==> config.mk <==
export PLATFORM = sky130hd
export DESIGN_NAME = load_store_unit_flat
export DESIGN_NICKNAME = d
export VERILOG_FILES = /design/src/rtl/load_store_unit_if.sv /design/src/rtl/load_store_unit.sv /design/src/flat_wrapper.sv
export SDC_FILE = /design/constraint.sdc
export NUM_CORES = 1
export LEC_CHECK = 0
export CORE_MARGIN = 1.5
export CORE_UTILIZATION = 32
export CTS_BUF_LIST = sky130_fd_sc_hd__clkbuf_8 sky130_fd_sc_hd__clkbuf_16
export DETAILED_ROUTE_END_ITERATION = 12
export HOLD_SLACK_MARGIN = 0.08
export PLACE_DENSITY = 0.55
export SYNTH_ARGS = -nofsm -noshare
export SYNTH_HDL_FRONTEND = slang
export SYNTH_SLANG_ARGS = --single-unit
==> constraint.sdc <==
create_clock -name clk -period 5.5 [get_ports clk]
set_clock_uncertainty 0.05 [all_clocks]
set_input_delay 1.375 -clock clk [delete_from_list [all_inputs] [get_ports clk]]
set_output_delay 1.375 -clock clk [all_outputs]
set_load 0.1 [all_outputs]
==> src/rtl/load_store_unit_if.sv <==
// Bundle between the execute stage, the load/store unit and the word-addressed data memory.
// The slave modport is the unit's view; the master modport is the CPU-plus-memory side.
interface load_store_unit_if;
    logic        ReqValid;
    logic        ReqReady;
    logic        ReqWrite;
    logic [1:0]  ReqSize;
    logic        ReqSigned;
    logic [31:0] ReqAddr;
    logic [31:0] ReqWData;
    logic        RespValid;
    logic        RespError;
    logic [31:0] RespRData;
    logic [31:0] Address;
    logic        MemRead;
    logic        MemWrite;
    logic [31:0] WriteData;
    logic [31:0] ReadData;

    modport slave (
        input  ReqValid, ReqWrite, ReqSize, ReqSigned, ReqAddr, ReqWData, ReadData,
        output ReqReady, RespValid, RespError, RespRData, Address, MemRead, MemWrite, WriteData
    );

    modport master (
        output ReqValid, ReqWrite, ReqSize, ReqSigned, ReqAddr, ReqWData, ReadData,
        input  ReqReady, RespValid, RespError, RespRData, Address, MemRead, MemWrite, WriteData
    );
endinterface

==> src/rtl/load_store_unit.sv <==
// Load/store unit: byte/half/word accesses to a word-addressed memory, sub-word stores done
// as read-modify-write, loads returned lane-aligned and sign- or zero-extended.
module load_store_unit #(
    parameter int unsigned MEM_WORDS = 64
) (
    input  logic             clk,
    input  logic             rst_n,
    load_store_unit_if.slave bus
);

    typedef enum logic [1:0] {IDLE, READ, WRITE, RESP} state_t;

    state_t      r_state;
    state_t      w_state_nxt;
    logic        r_write;
    logic [1:0]  r_size;
    logic        r_signed;
    logic [1:0]  r_off;
    logic [15:0] r_sub_wdata;
    logic [29:0] r_addr;
    logic [31:0] r_wdata;
    logic [31:0] r_buf;
    logic        r_err;

    logic        w_accept;
    logic        w_err;
    logic        w_word_store;

    function automatic logic [31:0] f_extend(input logic [31:0] word, input logic [1:0] off,
                                             input logic [1:0] size, input logic sgn);
        logic [31:0] w_sh;
        w_sh = word >> {off, 3'b000};
        case (size)
            2'b00:   f_extend = {{24{sgn & w_sh[7]}}, w_sh[7:0]};
            2'b01:   f_extend = {{16{sgn & w_sh[15]}}, w_sh[15:0]};
            default: f_extend = word;
        endcase
    endfunction

    function automatic logic [31:0] f_merge(input logic [31:0] word, input logic [1:0] off,
                                            input logic [1:0] size, input logic [15:0] data);
        logic [31:0] w_mask;
        logic [31:0] w_lanes;
        if (size == 2'b00) begin
            w_mask  = 32'h0000_00ff << {off, 3'b000};
            w_lanes = {4{data[7:0]}};
        end else begin
            w_mask  = 32'h0000_ffff << {off, 3'b000};
            w_lanes = {2{data}};
        end
        f_merge = (word & ~w_mask) | (w_lanes & w_mask);
    endfunction

    assign w_accept     = bus.ReqValid && (r_state == IDLE);
    assign w_word_store = bus.ReqWrite && (bus.ReqSize == 2'b10);
    assign w_err        = (bus.ReqSize == 2'b11)
                       || ((bus.ReqSize == 2'b01) && bus.ReqAddr[0])
                       || ((bus.ReqSize == 2'b10) && (bus.ReqAddr[1:0] != 2'b00))
                       || ({2'b00, bus.ReqAddr[31:2]} >= MEM_WORDS);

    always_ff @(posedge clk or negedge rst_n) begin
        if (!rst_n) begin
            r_state <= IDLE;
        end else begin
            r_state <= w_state_nxt;
        end
    end

    always_comb begin
        w_state_nxt = r_state;
        case (r_state)
            IDLE: begin
                if (w_accept) begin
                    if (w_err)             w_state_nxt = RESP;
                    else if (w_word_store) w_state_nxt = WRITE;
                    else                   w_state_nxt = READ;
                end
            end
            READ:    w_state_nxt = r_write ? WRITE : RESP;
            WRITE:   w_state_nxt = RESP;
            RESP:    w_state_nxt = IDLE;
            default: w_state_nxt = IDLE;
        endcase
    end

    always_ff @(posedge clk or negedge rst_n) begin
        if (!rst_n) begin
            r_write     <= 1'b0;
            r_size      <= 2'b00;
            r_signed    <= 1'b0;
            r_off       <= 2'b00;
            r_sub_wdata <= 16'h0;
            r_addr      <= 30'h0;
            r_wdata     <= 32'h0;
            r_buf       <= 32'h0;
            r_err       <= 1'b0;
        end else if (w_accept) begin
            r_write     <= bus.ReqWrite;
            r_size      <= bus.ReqSize;
            r_signed    <= bus.ReqSigned;
            r_off       <= bus.ReqAddr[1:0];
            r_sub_wdata <= bus.ReqWData[15:0];
            r_addr      <= bus.ReqAddr[31:2];
            r_err       <= w_err;
            if (!w_err && w_word_store) begin
                r_wdata <= bus.ReqWData;
            end
        end else if (r_state == READ) begin
            r_buf <= bus.ReadData;
            // Merged word is registered here so it is stable for the whole WRITE cycle.
            if (r_write) begin
                r_wdata <= f_merge(bus.ReadData, r_off, r_size, r_sub_wdata);
            end
        end
    end

    assign bus.ReqReady  = (r_state == IDLE) && rst_n;
    assign bus.MemRead   = (r_state == READ);
    assign bus.MemWrite  = (r_state == WRITE);
    assign bus.RespValid = (r_state == RESP);
    assign bus.RespError = (r_state == RESP) && r_err;
    assign bus.Address   = {2'b00, r_addr};
    assign bus.WriteData = r_wdata;
    assign bus.RespRData = ((r_state == RESP) && !r_write && !r_err)
                         ? f_extend(r_buf, r_off, r_size, r_signed) : 32'h0;

endmodule
==> src/flat_wrapper.sv <==
// flat-port wrapper written by rule: the top's interface ports become plain ports
module load_store_unit_flat 
#(
    parameter int unsigned MEM_WORDS = 64
)
  (clk, rst_n, bus_ReqValid, bus_ReqWrite, bus_ReqSize, bus_ReqSigned, bus_ReqAddr, bus_ReqWData, bus_ReadData, bus_ReqReady, bus_RespValid, bus_RespError, bus_RespRData, bus_Address, bus_MemRead, bus_MemWrite, bus_WriteData);
  load_store_unit_if bus_i ();
  input  logic clk;
  input  logic rst_n;
  input wire logic [$bits(bus_i.ReqValid)-1:0] bus_ReqValid;
  input wire logic [$bits(bus_i.ReqWrite)-1:0] bus_ReqWrite;
  input wire logic [$bits(bus_i.ReqSize)-1:0] bus_ReqSize;
  input wire logic [$bits(bus_i.ReqSigned)-1:0] bus_ReqSigned;
  input wire logic [$bits(bus_i.ReqAddr)-1:0] bus_ReqAddr;
  input wire logic [$bits(bus_i.ReqWData)-1:0] bus_ReqWData;
  input wire logic [$bits(bus_i.ReadData)-1:0] bus_ReadData;
  output wire logic [$bits(bus_i.ReqReady)-1:0] bus_ReqReady;
  output wire logic [$bits(bus_i.RespValid)-1:0] bus_RespValid;
  output wire logic [$bits(bus_i.RespError)-1:0] bus_RespError;
  output wire logic [$bits(bus_i.RespRData)-1:0] bus_RespRData;
  output wire logic [$bits(bus_i.Address)-1:0] bus_Address;
  output wire logic [$bits(bus_i.MemRead)-1:0] bus_MemRead;
  output wire logic [$bits(bus_i.MemWrite)-1:0] bus_MemWrite;
  output wire logic [$bits(bus_i.WriteData)-1:0] bus_WriteData;
  assign bus_i.ReqValid = bus_ReqValid;
  assign bus_i.ReqWrite = bus_ReqWrite;
  assign bus_i.ReqSize = bus_ReqSize;
  assign bus_i.ReqSigned = bus_ReqSigned;
  assign bus_i.ReqAddr = bus_ReqAddr;
  assign bus_i.ReqWData = bus_ReqWData;
  assign bus_i.ReadData = bus_ReadData;
  assign bus_ReqReady = bus_i.ReqReady;
  assign bus_RespValid = bus_i.RespValid;
  assign bus_RespError = bus_i.RespError;
  assign bus_RespRData = bus_i.RespRData;
  assign bus_Address = bus_i.Address;
  assign bus_MemRead = bus_i.MemRead;
  assign bus_MemWrite = bus_i.MemWrite;
  assign bus_WriteData = bus_i.WriteData;
  load_store_unit #(.MEM_WORDS(MEM_WORDS)) u_core (.clk(clk), .rst_n(rst_n), .bus(bus_i));
endmodule
==> results.py <==
metrics = {
    "run_status": {
        "status": "finished, final reports clean",
    },
    "placement": {
        "dp_hpwl_mm": 15.24,
        "routabilityCongestion": 0.8581,
        "io_buffers": 201,
    },
    "floorplanning": {
        "num_rows": 50,
        "dieWidth_um": 141.8,
        "start_util": 0.3276,
        "die_area_um2": 20120,
        "boundaryPins": 204,
        "die_h_um": 141.8,
        "core_um2": 18830,
    },
    "timing": {
        "drv_slew": 0,
        "min_period_ns": 4.824,
        "hold_viol": 0,
        "setup_viol": 0,
        "fin_hold_ws_ns": 0.4201,
        "maxSlewHeadroom": 0.2938,
        "fin_tns_setup_ns": 0,
        "worstMarginPinSlew_ns": 1.054,
        "fmax_mhz": 207.3,
        "fin_crit_sh": 0.8770,
        "rsz0062_at_grt": "false",
    },
    "synth": {
        "synth_edf_count": 0,
        "synth_area_um2": 6168,
        "synthTopCellsByArea": "dfrtp_1 48%, nand2_1 10%, mux2_2 7.5%",
        "synth_top_flop_cell": "dfrtp_1",
        "synthArstFlopShare": 1.000,
        "synthDistinctLibCells": 51,
        "synth-seq-cells": 119,
        "synth_top_area_share": 0.4828,
        "avgSynthCellArea_um2": 9.638,
        "syn_inst": 640,
        "synth_largest_area_cell": "dfrtp_1",
        "ys_seq_area_frac": 0.4828,
        "yosysWarningCount": 0,
    },
    "cts": {
        "cts_tree": "built",
        "cts_sinks": 119,
        "clkLatencyLatePin_ns": 0.41,
        "cts_resized": 0,
        "cts_root_buf": "clkbuf_16",
        "clock_path_buffers": 2,
        "cts_buffers": 17,
        "postCtsSetupRepairBufs": 0,
        "clk_pin_slew_ns": 0.05,
        "ctsHoldBuffers": 0,
        "cts_max_level": 4,
    },
    "routing": {
        "drt-pass1-iter-count": 8,
        "routedWlPerCell_um": 19.13,
        "dr.first_iter.drc_count": 508,
        "drcViolationCount": 0,
        "vias_per_cell": 5.162,
        "ant_nets": 0,
        "num_vias": 5627,
        "routed_wl_mm": 20.86,
    },
    "worst_setup_path": {
        "cp-end-kind": "primary output",
        "crit_slowest_cell": "dfrtp_1",
        "crit_chain": "mux2i_1 > mux4_2 > nor4b_4 > a21o_1 > buf_4",
        "cpPeakStageDelay_ns": 0.97,
        "setup.worst_path.class": "reg2out",
        "arrival_ns": 3.40,
        "worstPathRequired_ns": 4.07,
        "start_kind": "flop",
        "worstPathMaxFanout": 27,
    },
    "global_routing": {
        "track_usage": 0.2108,
        "antenna_found_initial": 0,
        "grt_max_degree": 71,
        "grt_pass1_wl_mm": 32.35,
        "first_global_vias": 5757,
        "grt_overflow": 0,
    },
    "power": {
        "p_leak_nw": 4.056,
        "p_sw_frac": 0.5266,
        "vdd_drop_max_mv": 0.4176,
        "switching_power_mw": 3.445,
        "p_int_mw": 3.097,
        "clkPwrFrac": 0.163,
        "p_seq_frac": 0.264,
        "cellPowerDensity_nw_per_um2": 740.7,
        "combPwrFrac": 0.573,
    },
    "flow_run": {
        "maxCapViolations": 0,
    },
    "final_layout": {
        "diodes": 0,
        "regArea_um2": 2978,
        "nFillCells": 1842,
        "nets": 925,
        "area_growth_pct": 43.18,
        "multi_input_area_um2": 2925,
        "drive_above_1_share": 0.1639,
    },
    "min_path": {
        "min-delay-path-class": "reg2reg",
    },
}
## per-stage QoR
stage	instances	setup WS [ns]	total power [mW]	util	instance area (um^2)
global placement	1058	1.221	5.424	0.4389	8264
global route	1090	0.4416	6.861	0.4690	8832
CTS	1090	0.6060	6.568	0.4690	8832
finish	1090	0.6763	6.542	0.4690	8832
detailed placement	1058	1.074	5.468	0.4389	8264
floorplan	641	0.6696	4.494	-	6172
## cell usage after synthesis (all sizes together), types with 10 or more instances
library cell,instances
dfrtp,119
o311a,16
buf,15
nor2,25
a21oi,33
o221a,15
mux2,41
nand2,170
clkbuf,37
nor2b,10
inv,12
a21o,17
o21ai,18
mux2i,20
## cell type report
cell class / count / area share
sequential: 119 / 0.3372
clock buffer: 19 / 0.05128
clock inverter: 13 / 0.01303
inverter: 13 / 0.005525
multi-input combinational: 457 / 0.3312
tap: 260 / 0.03683
timing repair buffer: 209 / 0.2250
## worst max-delay path, delay by kind of cell (launching register included)
| kind | cells | cell delay, ns |
|---|---|---|
| compound gates | 1 | 0.16 |
| simple gates | 1 | 0.82 |
| buf+inv | 1 | 0.29 |
| mux | 2 | 0.74 |
| flops | 1 | 0.97 |
## sequential cells by signal (all words and copies together) (netlist names)
signal                count
u_core.r_off              2
u_core.r_err              1
u_core.r_state            2
u_core.r_signed           1
u_core.r_sub_wdata       16
u_core.r_size             2
u_core.r_addr            30
u_core.r_write            1
u_core.bus.WriteData     32
u_core.r_buf             32
## power by group through the flow
stage	logic (mW)	clock network (mW)	registers, mW
4_1_cts	3.76	1.09	1.72
3_5_place_dp	3.75	0	1.72
3_3_place_gp	3.71	0	1.71
5_1_grt	3.95	1.13	1.78
6_report	3.75	1.07	1.72
2_1_floorplan	1.43	0	3.06
## layer usage
layer / part of all wire / wire (um) / GRT usage
met5: 0 / 0 / 0
met4: 0.016 / 329 / 0.06565
met3: 0.059 / 1236 / 0.05366
met2: 0.46 / 9628 / 0.3312
met1: 0.46 / 9662 / 0.2853
## cell usage in the layout, fill, tap and decap left out, types with 3 or more instances in the layout
master	netlist	layout
mux2_2	41	41
a21oi_1	33	33
o311a_1	16	16
nand4_1	8	8
clkdlybuf4s50_1	0	167
and2_1	4	3
a22o_1	7	7
nand3_1	3	3
clkinv_2	0	5
mux2i_1	20	20
a22oi_1	7	7
o221ai_1	8	8
o31ai_1	8	8
ha_1	5	5
a21o_1	17	17
buf_4	2	42
clkbuf_16	0	17
o21ai_0	18	18
nand2_1	170	169
o221a_2	15	15
inv_1	12	16
nor2_1	24	24
nor4_1	6	6
dfrtp_1	119	119
nor2b_1	10	10
a221o_1	8	8
## path summary, 6_finish.rpt
| path | depth (start not counted) | to | slack (ns) | start |
|---|---|---|---|---|
| setup / recovery | 5 | bus_RespRData[25] | 0.68 | u_core.r_off[0] |
| max in group asynchronous | 2 | u_core.r_size[1] | 3.08 | rst_n |
| hold reg to reg | 2 | u_core.r_sub_wdata[15] | 0.42 | u_core.r_sub_wdata[15] |
| setup reg to reg | 4 | u_core.bus.WriteData[18] | 2.65 | u_core.r_off[0] |
| hold / removal | 2 | u_core.r_sub_wdata[15] | 0.42 | u_core.r_sub_wdata[15] |
| min in group asynchronous | 1 | u_core.bus.WriteData[0] | 0.94 | rst_n |
## logic make-up after synthesis
logic type	Yosys count	synth area share
AND/OR/NAND/NOR	241	0.1700
AO/OA/AOI/OAI	147	0.1813
flip-flops	119	0.4828
buffers and inverters	65	0.04422
multiplexers	62	0.1110
adder cells (fa/ha/maj)	5	0.01014
other	1	0.0006079
Power figures use the tool's default switching activity.
